## src/rtl/ex_store_buffer_if.sv

```systemverilog
// Store-buffer interface: store commit port, load probe port, data-bus write port and status.
// The design uses the slave modport; the driving environment uses the master modport.
interface ex_store_buffer_if #(
  parameter int DEPTH = 4
) ();
  logic                     st_valid;
  logic [31:0]              st_addr;
  logic [3:0]               st_wen;
  logic [31:0]              st_wdata;
  logic                     st_ready;

  logic                     ld_valid;
  logic [31:0]              ld_addr;
  logic                     ld_hit;
  logic [31:0]              ld_data;
  logic                     ld_stallreq;

  logic                     bus_req;
  logic [31:0]              bus_addr;
  logic [3:0]               bus_wen;
  logic [31:0]              bus_wdata;
  logic                     bus_addr_ok;
  logic                     bus_data_ok;

  logic                     sb_empty;
  logic [$clog2(DEPTH):0]   sb_count;

  modport slave (
    input  st_valid, st_addr, st_wen, st_wdata,
    output st_ready,
    input  ld_valid, ld_addr,
    output ld_hit, ld_data, ld_stallreq,
    output bus_req, bus_addr, bus_wen, bus_wdata,
    input  bus_addr_ok, bus_data_ok,
    output sb_empty, sb_count
  );

  modport master (
    output st_valid, st_addr, st_wen, st_wdata,
    input  st_ready,
    output ld_valid, ld_addr,
    input  ld_hit, ld_data, ld_stallreq,
    input  bus_req, bus_addr, bus_wen, bus_wdata,
    output bus_addr_ok, bus_data_ok,
    input  sb_empty, sb_count
  );
endinterface

```

## src/rtl/ex_store_buffer.sv

```systemverilog
// Committed-store buffer: circular FIFO with tail write-combining, youngest-match load
// forwarding and a three-state drain engine writing the head entry to the data bus.
module ex_store_buffer #(
  parameter int DEPTH    = 4,
  parameter int MERGE_EN = 1
) (
  input  logic            clk,
  input  logic            rst,
  ex_store_buffer_if.slave sb
);
  localparam int PW = $clog2(DEPTH);
  localparam int CW = PW + 1;
  localparam logic [CW-1:0] FULL_CNT = CW'(DEPTH);
  localparam logic [CW-1:0] CNT_ONE  = CW'(1);
  localparam logic [PW-1:0] PTR_ONE  = PW'(1);

  typedef enum logic [1:0] {
    S_IDLE = 2'd0,
    S_REQ  = 2'd1,
    S_WAIT = 2'd2
  } state_t;

  logic [29:0]      word_r  [DEPTH];
  logic [3:0]       wen_r   [DEPTH];
  logic [31:0]      data_r  [DEPTH];
  logic [DEPTH-1:0] valid_r;
  logic [PW-1:0]    head_r;
  logic [PW-1:0]    tail_r;
  logic [CW-1:0]    count_r;
  state_t           state_r;

  state_t           state_s;
  logic             full_s;
  logic [PW-1:0]    last_idx_s;
  logic             in_flight_s;
  logic             merge_s;
  logic             push_s;
  logic             pop_s;
  logic [CW-1:0]    count_next_s;
  logic             found_s;
  logic [PW-1:0]    found_idx_s;
  logic [PW-1:0]    probe_idx_s;
  logic             unused_s;

  function automatic logic [31:0] merge_bytes(input logic [31:0] old_data,
                                              input logic [31:0] new_data,
                                              input logic [3:0]  wen);
    logic [31:0] res;
    for (int b = 0; b < 4; b++) begin
      res[8*b +: 8] = wen[b] ? new_data[8*b +: 8] : old_data[8*b +: 8];
    end
    return res;
  endfunction

  assign unused_s = ^{sb.st_addr[1:0], sb.ld_addr[1:0]};

  // Push/merge/pop decisions; the head entry is in flight whenever the drain FSM is busy
  always_comb begin
    full_s      = (count_r == FULL_CNT);
    last_idx_s  = tail_r - PTR_ONE;
    in_flight_s = (state_r != S_IDLE) && (last_idx_s == head_r);
    merge_s     = (MERGE_EN != 0) && sb.st_valid && (count_r != {CW{1'b0}}) && !in_flight_s &&
                  valid_r[last_idx_s] && (word_r[last_idx_s] == sb.st_addr[31:2]);
    push_s      = sb.st_valid && !full_s && !merge_s;
    pop_s       = ((state_r == S_REQ) && sb.bus_addr_ok && sb.bus_data_ok) ||
                  ((state_r == S_WAIT) && sb.bus_data_ok);
    case ({push_s, pop_s})
      2'b10:   count_next_s = count_r + CNT_ONE;
      2'b01:   count_next_s = count_r - CNT_ONE;
      default: count_next_s = count_r;
    endcase
  end

  // Drain FSM next-state
  always_comb begin
    state_s = state_r;
    case (state_r)
      S_IDLE: begin
        if (count_r != {CW{1'b0}}) state_s = S_REQ;
        else                       state_s = S_IDLE;
      end
      S_REQ: begin
        if (sb.bus_addr_ok && sb.bus_data_ok)
          state_s = (count_next_s != {CW{1'b0}}) ? S_REQ : S_IDLE;
        else if (sb.bus_addr_ok)
          state_s = S_WAIT;
        else
          state_s = S_REQ;
      end
      S_WAIT: begin
        if (sb.bus_data_ok)
          state_s = (count_next_s != {CW{1'b0}}) ? S_REQ : S_IDLE;
        else
          state_s = S_WAIT;
      end
      default: state_s = S_IDLE;
    endcase
  end

  // Pointers, occupancy, valid bits and FSM state
  always_ff @(posedge clk) begin
    if (rst) begin
      head_r  <= {PW{1'b0}};
      tail_r  <= {PW{1'b0}};
      count_r <= {CW{1'b0}};
      valid_r <= {DEPTH{1'b0}};
      state_r <= S_IDLE;
    end else begin
      if (push_s) begin
        valid_r[tail_r] <= 1'b1;
        tail_r          <= tail_r + PTR_ONE;
      end
      if (pop_s) begin
        valid_r[head_r] <= 1'b0;
        head_r          <= head_r + PTR_ONE;
      end
      count_r <= count_next_s;
      state_r <= state_s;
    end
  end

  // Entry payload storage; contents are qualified by valid_r so no reset is needed
  always_ff @(posedge clk) begin
    if (push_s) begin
      word_r[tail_r] <= sb.st_addr[31:2];
      wen_r[tail_r]  <= sb.st_wen;
      data_r[tail_r] <= sb.st_wdata;
    end else if (merge_s) begin
      wen_r[last_idx_s]  <= wen_r[last_idx_s] | sb.st_wen;
      data_r[last_idx_s] <= merge_bytes(data_r[last_idx_s], sb.st_wdata, sb.st_wen);
    end
  end

  // Load probe: walk oldest to youngest so the last match found is the youngest
  always_comb begin
    found_s     = 1'b0;
    found_idx_s = {PW{1'b0}};
    probe_idx_s = {PW{1'b0}};
    for (int i = 0; i < DEPTH; i++) begin
      probe_idx_s = head_r + PW'(i);
      if (valid_r[probe_idx_s] && (word_r[probe_idx_s] == sb.ld_addr[31:2])) begin
        found_s     = 1'b1;
        found_idx_s = probe_idx_s;
      end
    end
  end

  // Forwarding outputs
  always_comb begin
    sb.ld_hit      = 1'b0;
    sb.ld_stallreq = 1'b0;
    sb.ld_data     = 32'h0000_0000;
    if (sb.ld_valid && found_s) begin
      if (wen_r[found_idx_s] == 4'b1111) begin
        sb.ld_hit  = 1'b1;
        sb.ld_data = data_r[found_idx_s];
      end else begin
        sb.ld_stallreq = 1'b1;
      end
    end else begin
      sb.ld_hit = 1'b0;
    end
  end

  // Bus and status outputs, derived from registered state only
  always_comb begin
    sb.bus_req   = 1'b0;
    sb.bus_addr  = 32'h0000_0000;
    sb.bus_wen   = 4'b0000;
    sb.bus_wdata = 32'h0000_0000;
    if (state_r == S_REQ) begin
      sb.bus_req   = 1'b1;
      sb.bus_addr  = {word_r[head_r], 2'b00};
      sb.bus_wen   = wen_r[head_r];
      sb.bus_wdata = data_r[head_r];
    end else begin
      sb.bus_req = 1'b0;
    end
    sb.st_ready = !full_s;
    sb.sb_empty = (count_r == {CW{1'b0}});
    sb.sb_count = count_r;
  end
endmodule
```

## src/flat_wrapper.sv

```systemverilog
// flat-port wrapper written by rule: the top's interface ports become plain ports
module ex_store_buffer_flat 
#(
  parameter int DEPTH    = 4,
  parameter int MERGE_EN = 1
)
  (clk, rst, sb_st_valid, sb_st_addr, sb_st_wen, sb_st_wdata, sb_st_ready, sb_ld_valid, sb_ld_addr, sb_ld_hit, sb_ld_data, sb_ld_stallreq, sb_bus_req, sb_bus_addr, sb_bus_wen, sb_bus_wdata, sb_bus_addr_ok, sb_bus_data_ok, sb_sb_empty, sb_sb_count);
  ex_store_buffer_if #(.DEPTH(DEPTH)) sb_i ();
  input  logic clk;
  input  logic rst;
  input wire logic [$bits(sb_i.st_valid)-1:0] sb_st_valid;
  input wire logic [$bits(sb_i.st_addr)-1:0] sb_st_addr;
  input wire logic [$bits(sb_i.st_wen)-1:0] sb_st_wen;
  input wire logic [$bits(sb_i.st_wdata)-1:0] sb_st_wdata;
  output wire logic [$bits(sb_i.st_ready)-1:0] sb_st_ready;
  input wire logic [$bits(sb_i.ld_valid)-1:0] sb_ld_valid;
  input wire logic [$bits(sb_i.ld_addr)-1:0] sb_ld_addr;
  output wire logic [$bits(sb_i.ld_hit)-1:0] sb_ld_hit;
  output wire logic [$bits(sb_i.ld_data)-1:0] sb_ld_data;
  output wire logic [$bits(sb_i.ld_stallreq)-1:0] sb_ld_stallreq;
  output wire logic [$bits(sb_i.bus_req)-1:0] sb_bus_req;
  output wire logic [$bits(sb_i.bus_addr)-1:0] sb_bus_addr;
  output wire logic [$bits(sb_i.bus_wen)-1:0] sb_bus_wen;
  output wire logic [$bits(sb_i.bus_wdata)-1:0] sb_bus_wdata;
  input wire logic [$bits(sb_i.bus_addr_ok)-1:0] sb_bus_addr_ok;
  input wire logic [$bits(sb_i.bus_data_ok)-1:0] sb_bus_data_ok;
  output wire logic [$bits(sb_i.sb_empty)-1:0] sb_sb_empty;
  output wire logic [$bits(sb_i.sb_count)-1:0] sb_sb_count;
  assign sb_i.st_valid = sb_st_valid;
  assign sb_i.st_addr = sb_st_addr;
  assign sb_i.st_wen = sb_st_wen;
  assign sb_i.st_wdata = sb_st_wdata;
  assign sb_st_ready = sb_i.st_ready;
  assign sb_i.ld_valid = sb_ld_valid;
  assign sb_i.ld_addr = sb_ld_addr;
  assign sb_ld_hit = sb_i.ld_hit;
  assign sb_ld_data = sb_i.ld_data;
  assign sb_ld_stallreq = sb_i.ld_stallreq;
  assign sb_bus_req = sb_i.bus_req;
  assign sb_bus_addr = sb_i.bus_addr;
  assign sb_bus_wen = sb_i.bus_wen;
  assign sb_bus_wdata = sb_i.bus_wdata;
  assign sb_i.bus_addr_ok = sb_bus_addr_ok;
  assign sb_i.bus_data_ok = sb_bus_data_ok;
  assign sb_sb_empty = sb_i.sb_empty;
  assign sb_sb_count = sb_i.sb_count;
  ex_store_buffer #(.DEPTH(DEPTH), .MERGE_EN(MERGE_EN)) u_core (.clk(clk), .rst(rst), .sb(sb_i));
endmodule
```

## config.mk

```make
export PLATFORM = sky130hd
export DESIGN_NAME = ex_store_buffer_flat
export DESIGN_NICKNAME = d
export VERILOG_FILES = /design/src/rtl/ex_store_buffer_if.sv /design/src/rtl/ex_store_buffer.sv /design/src/flat_wrapper.sv
export SDC_FILE = /design/constraint.sdc
export NUM_CORES = 1
export LEC_CHECK = 0
export CAP_MARGIN = 15
export CORE_MARGIN = 2
export CORE_UTILIZATION = 55
export DETAILED_ROUTE_END_ITERATION = 7
export PLACE_DENSITY_LB_ADDON = 0.08
export SLEW_MARGIN = 0
export SYNTH_ARGS = -nofsm -noshare
export SYNTH_HDL_FRONTEND = slang
export SYNTH_SLANG_ARGS = --single-unit
```

## constraint.sdc

```tcl
create_clock -name clk -period 12 [get_ports clk]
set_clock_uncertainty 0.1 [all_clocks]
set_input_delay 2.4 -clock clk [delete_from_list [all_inputs] [get_ports clk]]
set_output_delay 2.4 -clock clk [all_outputs]
set_load 0.05 [all_outputs]
```

# After elaboration in Yosys (flattened, before gate mapping)
# Memory sizes are Yosys's and may differ from the RTL's. A register that Yosys moved wholly into a read port is not among the register bits.
# Cells that the tools add are included.
# totals
romBits,0
n_memories,3
out_inout_bits,108
in_bits,106
latch_bits,0
ramBits,264
reg_bits,13
wordCells,139
# op_classes
eq_ne,16
n_reduce_logical,33
n_mux,63
n_bitwise,4
n_lt_le_gt_ge,8
n_addsub,7
n_div,0
multipliers,0
shift,0
# memory_table
memory,words,width,rd,rd_ports_with_merged_regs,write_ports,line,rtl
u_core.data_r,4,32,2,1,1,ex_store_buffer.sv:25,logic [31:0] data_r [DEPTH];
u_core.word_r,4,30,5,1,1,ex_store_buffer.sv:23,logic [29:0] word_r [DEPTH];
u_core.wen_r,4,4,3,1,1,ex_store_buffer.sv:24,logic [3:0] wen_r [DEPTH];
# op_table
op,count
2-to-1 mux 32 bit,5
equality test 30 bit,5
2-to-1 mux 8 bit,4
OR reduction 32 bit,1
2-to-1 mux 2 bit,15
2-to-1 mux 1 bit,24
2-to-1 mux 4 bit,6
logical AND 1 bit,18
"less-than comparator 2 x 3 -> 1 bit, second input constant",6
binary-select mux 1 bit (select 2 bit),5
bitwise OR 4 bit,2
AND reduction 2 bit,4
one-hot mux 2 bit (3 select lines),1
one-hot mux 3 bit (2 select lines),1
nonzero test 3 bit,2
"adder 2 x 1 -> 2 bit, second input constant",2
"adder 2 bit, second input constant",2
AND 4 bit,1
demux 1 bit (select 2 bit),2
"equality test 2 x 1 -> 1 bit, second input constant",2
"equality test 2 bit, second input constant",2
"equality test 4 bit, second input constant",1
"greater-or-equal comparator 2 x 1 -> 1 bit, second input constant",2
"!= test 1 bit, second input constant",4
other kinds (12),14

# Logic depth before layout (Yosys ltp)
# logic_depth
depth_word,15
mapped_depth,24
depth_no_buf,18

# Least setup slack after synthesis
# Ideal clock, no wire load.
# synth_timing
kind,input to output
startpoint,in sb_ld_addr[31]
endpoint,out sb_ld_data[0]
path_stages,11
n_path_buf,1
slack_ps,3252
required_ps,9500
arrival_time_ps,6248
cell_sequence,clkinv_1 > a222oi_1 > or3b_1 > a221o_1 > or4_1 > a211o_1 > mux2i_1 > a2bb2oi_1 > a211o_1 > buf_6 > a221oi_1
# synth_between
elab_chain_len,10
# synth_rtl
element,line,rtl
from (decl),flat_wrapper.sv:17,input wire logic [$bits(sb_i.ld_addr)-1:0] sb_ld_addr;
equality test 30 bit,ex_store_buffer.sv:141,if (valid_r[probe_idx_s] && (word_r[probe_idx_s] == sb.ld_addr[31:2])) begin
logical AND 1 bit,ex_store_buffer.sv:141,
2-to-1 mux 2 bit (4 in series),ex_store_buffer.sv:141,
memory read (4 x 4 bit),-,
equality test 4 bit,ex_store_buffer.sv:154,if (wen_r[found_idx_s] == 4'b1111) begin
2-to-1 mux 32 bit,ex_store_buffer.sv:154,
2-to-1 mux 32 bit *,ex_store_buffer.sv:153,if (sb.ld_valid && found_s) begin
to (decl),flat_wrapper.sv:19,output wire logic [$bits(sb_i.ld_data)-1:0] sb_ld_data;
# Every way passes the cells marked *; elsewhere a longest branch is shown, timed or not.

# Worst setup path in the final report
# layout_timing
startpoint,reg u_core.head_r[0]
endpoint,out sb_ld_data[0]
# layout_between
elab_chain_len,11
# layout_rtl
element,line,rtl
from (decl),ex_store_buffer.sv:27,logic [PW-1:0] head_r;
from (signal assigned),ex_store_buffer.sv:103,head_r <= {PW{1'b0}};
from (signal assigned),ex_store_buffer.sv:115,head_r <= head_r + PTR_ONE;
adder 2 x 1 -> 2 bit / binary-select mux 1 bit (select 2 bit) (equally long branches),"ex_store_buffer.sv:140, ex_store_buffer.sv:141",
"memory read (4 x 30 bit), or another cell as far along",-,
"equality test 30 bit, or another cell as far along",ex_store_buffer.sv:141,
logical AND 1 bit / 2-to-1 mux 2 bit (equally long branches),ex_store_buffer.sv:141,
2-to-1 mux 2 bit (3 in series),ex_store_buffer.sv:141,
memory read (4 x 4 bit),-,
equality test 4 bit,ex_store_buffer.sv:154,
2-to-1 mux 32 bit,ex_store_buffer.sv:154,
2-to-1 mux 32 bit *,ex_store_buffer.sv:153,
# Every way passes the cells marked *; elsewhere a longest branch is shown, timed or not. The select of a mux whose other input is x is not followed.

==> out/results.md <==
### Finish
• 13.29% — share of post-route cells with drive strength above 1
• 14.91% — Synth-to-Final Area Change
• 3007 — filler cell count in the final layout
• 24370 µm² — final non-filler cell area
• 0 — number of inserted diodes
• 2133 — Net count, final
• 2550 — final cell count without fillers

### Global route
• 2 — initial antenna violation count
• 0 — overflow left after global routing
• 133 — largest net degree at the start of global routing
• 16670 — vias in the first global route
• 34.74% — global router's overall resource usage
• 106.6 mm — first-pass GRT wire length

### Logic synthesis
• 79 — count of distinct cell types in the synthesized netlist
• 264 — Post-synth EDFFs
• sky130_fd_sc_hd__edfxtp_1 — count leader, synth
• 37.37% — Synth top area share
• 38.79% — sequential element share of the synthesized area
• sky130_fd_sc_hd__edfxtp_1 — largest area contributor in the synthesized netlist
• 279 — post-synthesis register bit count
• 1924 — gate count of the mapped netlist
• sky130_fd_sc_hd__edfxtp_1, sky130_fd_sc_hd__nor2_1, sky130_fd_sc_hd__mux2i_1 — Commonest cells post-synth
• 11.02 µm² — syn_area_per_cell
• 0% — FFs w/ async S/R, synth
• sky130_fd_sc_hd__edfxtp_1, sky130_fd_sc_hd__mux4_2, sky130_fd_sc_hd__mux2i_1, sky130_fd_sc_hd__xnor2_1, sky130_fd_sc_hd__nor2_1 — largest cells by area after synthesis
• 21210 µm² — cell area after synthesis
• sky130_fd_sc_hd__edfxtp_1 — predominant post-synthesis flop cell
• 0 — total of warnings raised by yosys

### Timing
• 22.47% — relative max-transition margin
• 91.96 MHz — fmax
• 0 — final slew viol count
• 90.62% — final cycle utilization of the critical path
• 0 — count of final hold-check violations
• 0 ps — Setup Total Neg Slack
• false — unrepaired setup endpoints after global routing
• 1163 ps — Worst Tran Pin Value
• 10870 ps — final critical path time including I/O delays and setup
• 0 — final setup violation count

### Power and ir drop
• 2102 µW — internal power consumption
• 134.7 nW/µm² — power per standard cell area
• 27.3% — part of the total power dissipated in the clock network
• 35.97% — switch share
• 1181 µW — Psw
• 3283 µW — total power after layout
• 0.0001157 V — worst IR drop on VDD
• 35.8% — logic gate share of total power
• 36.9% — sequential share of power
• 0.007259 µW — Static Leak

### Clocking
• 0 — Post-CTS Setup Bufs
• 60 ps — clock transition time at the flip-flop clock pins of the worst setup and hold paths
• 580 ps — worst skew pair latency
• 279 — number of sinks on the clock net
• sky130_fd_sc_hd__clkbuf_16 — cell at the root of the clock tree
• 3 — Clock Path Buffers
• 31 — Num CTS Buffers
• done — CTS tree
• 0 — number of hold buffers added after cts
• 1 — CTS H-tree depth
• 0 — Resized Gates After CTS

### Hold path
• reg2reg — class of the most critical hold timing path

### Status
• finished clean — result of the run

### Routing
• 0 — antenna-violating nets left
• 2234 — iteration-0 DRC count of the detailed router
• 6.945 — average via count per standard cell
• 6 — DRT Pass-1 Iters
• 71.40 mm — routed wire length
• 17710 — routed via count
• 0 — residual DRC count
• 28.00 µm — Routed wire per std cell

### Critical path
• reg2out — kind of critical path
• output port — type of destination of the critical path
• 9500 ps — WP data required
• 83 — crit-path max FO
• sky130_fd_sc_hd__clkdlybuf4s50_1 — Critical-path top delay cell
• inv_4 > ha_2 > buf_4 > mux4_2 > xnor2_1 > nand3_1 > or4b_1 > or3_4 > nor2_1 > mux2i_1 > a221o_2 > a211o_2 > a221oi_1 > clkdlybuf4s50_1 — cells along the critical path
• 900 ps — critical path's largest stage delay
• flip-flop — category of the worst setup path launch point
• 8370 ps — Critical Path AT

### Placed design
• 2495 — Inst Count DP
• 1.053 — final estimated routing congestion in global placement
• 48.88 mm — Post-DP HPWL
• 207 — PortBufs
• 23440 µm² — area of placed instances

### Die
• 200.4 µm — width of the die
• 56.05% — effective utilization at floorplan
• 214 — Top-Level Pins
• 200.4 µm — height of the chip
• 40150 µm² — floorplan die area
• 71 — std cell rows
• 37840 µm² — CORE AREA

### Run
• 0 — max-cap check violation count

## critical path: cells and delay by family (launching register included)
kind | cells | cell delay (ps)
AO/OA/AOI/OAI | 3 | 2020
buffers and inverters | 3 | 1700
AND/OR/NAND/NOR | 4 | 1310
adder cells (fa/ha/maj) | 1 | 840
flip-flops | 1 | 790
multiplexers | 2 | 650
XOR/XNOR | 1 | 420
## routing by layer
layer,GRT usage [%],wire (µm),up-vias
li1,-,-,7591
met1,52.24,29520,8889
met2,51.79,31750,1114
met3,7.501,8567,113
met4,7.646,1557,2
met5,0,7,-
## flip-flops by register name (all words and copies together), names as in the netlist, named ones only
signal,cells
u_core.data_r,128
u_core.valid_r,4
u_core.wen_r,16
u_core.head_r,2
u_core.state_r,2
u_core.word_r,120
u_core.sb.sb_count,3
u_core.tail_r,2
## cells by family (layout without fill, tap and decap cells)
group / Yosys count / after routing / synth area share (%)
buf+inv: 231 / 345 / 4.748
mux: 346 / 346 / 24.28
simple gates: 605 / 605 / 14.53
fa+ha+maj: 10 / 10 / 0.6253
compound gates: 318 / 318 / 11.44
xor+xnor: 134 / 134 / 5.568
flops: 279 / 279 / 38.79
other cells: 1 / 2 / 0.01768
## metrics by stage
stage | hold slack (ps) | setup WS [ps] | utilization (%)
2_1_floorplan | 347.3 | 3252 | -
4_1_cts | 393.1 | 1250 | 64.41
3_5_place_dp | 386.3 | 1483 | 61.93
3_3_place_gp | 354.9 | 1450 | 61.93
5_1_grt | 419.6 | 956.1 | 64.41
6_report | 395.7 | 1125 | 64.41
## path summary, 6_finish.rpt
kind,startpoint,to,slack (ps),cells after the start
setup / recovery,u_core.head_r[0]$_SDFFE_PP0N_,sb_ld_data[0],1130,14
hold reg to reg,u_core.state_r[0]$_SDFF_PP0_,u_core.state_r[0]$_SDFF_PP0_,400,1
setup reg to reg,u_core.tail_r[0]$_SDFFE_PP0N_,u_core.state_r[0]$_SDFF_PP0_,5450,18
hold / removal,u_core.state_r[0]$_SDFF_PP0_,u_core.state_r[0]$_SDFF_PP0_,400,1
## power by group through the flow
stage	logic, µW	clock network [µW]	registers (µW)
floorplan	805	0	1200
global placement	1140	0	1220
detailed placement	1150	0	1230
CTS	1160	902	1210
global route	1230	944	1220
finish	1170	896	1210
## placed cells by master, fill, tap and decap left out, types with 19 or more instances in the layout
| cell type | synthesis | layout |
|---|---|---|
| sky130_fd_sc_hd__edfxtp_1 | 264 | 264 |
| sky130_fd_sc_hd__clkdlybuf4s50_1 | 0 | 207 |
| sky130_fd_sc_hd__nor2_1 | 208 | 206 |
| sky130_fd_sc_hd__mux2i_1 | 201 | 201 |
| sky130_fd_sc_hd__mux4_2 | 131 | 131 |
| sky130_fd_sc_hd__xnor2_1 | 122 | 122 |
| sky130_fd_sc_hd__nor3_1 | 102 | 102 |
| sky130_fd_sc_hd__o21ai_0 | 87 | 87 |
| sky130_fd_sc_hd__and2_1 | 79 | 79 |
| sky130_fd_sc_hd__nand2_1 | 70 | 69 |
| sky130_fd_sc_hd__inv_1 | 51 | 49 |
| sky130_fd_sc_hd__a21oi_1 | 46 | 46 |
| sky130_fd_sc_hd__o2111ai_1 | 35 | 35 |
| sky130_fd_sc_hd__nand4b_1 | 34 | 34 |
| sky130_fd_sc_hd__clkbuf_16 | 0 | 31 |
| sky130_fd_sc_hd__a221oi_2 | 28 | 28 |
| sky130_fd_sc_hd__buf_4 | 12 | 27 |
| sky130_fd_sc_hd__nand4_1 | 25 | 25 |
| sky130_fd_sc_hd__a211oi_1 | 19 | 19 |
## layout make-up
class | count | area [µm²] | share of cell area (%)
Multi-Input combinational cell | 1415 | 12020 | 49.32
Sequential cell | 279 | 8240 | 33.81
Timing Repair Buffer | 237 | 2335 | 9.579
Clock buffer | 39 | 805.8 | 3.306
Tap cell | 511 | 639.4 | 2.623
Inverter | 53 | 201.4 | 0.8265
Clock inverter | 16 | 131.4 | 0.5390
(Power assumes the default switching activity.)
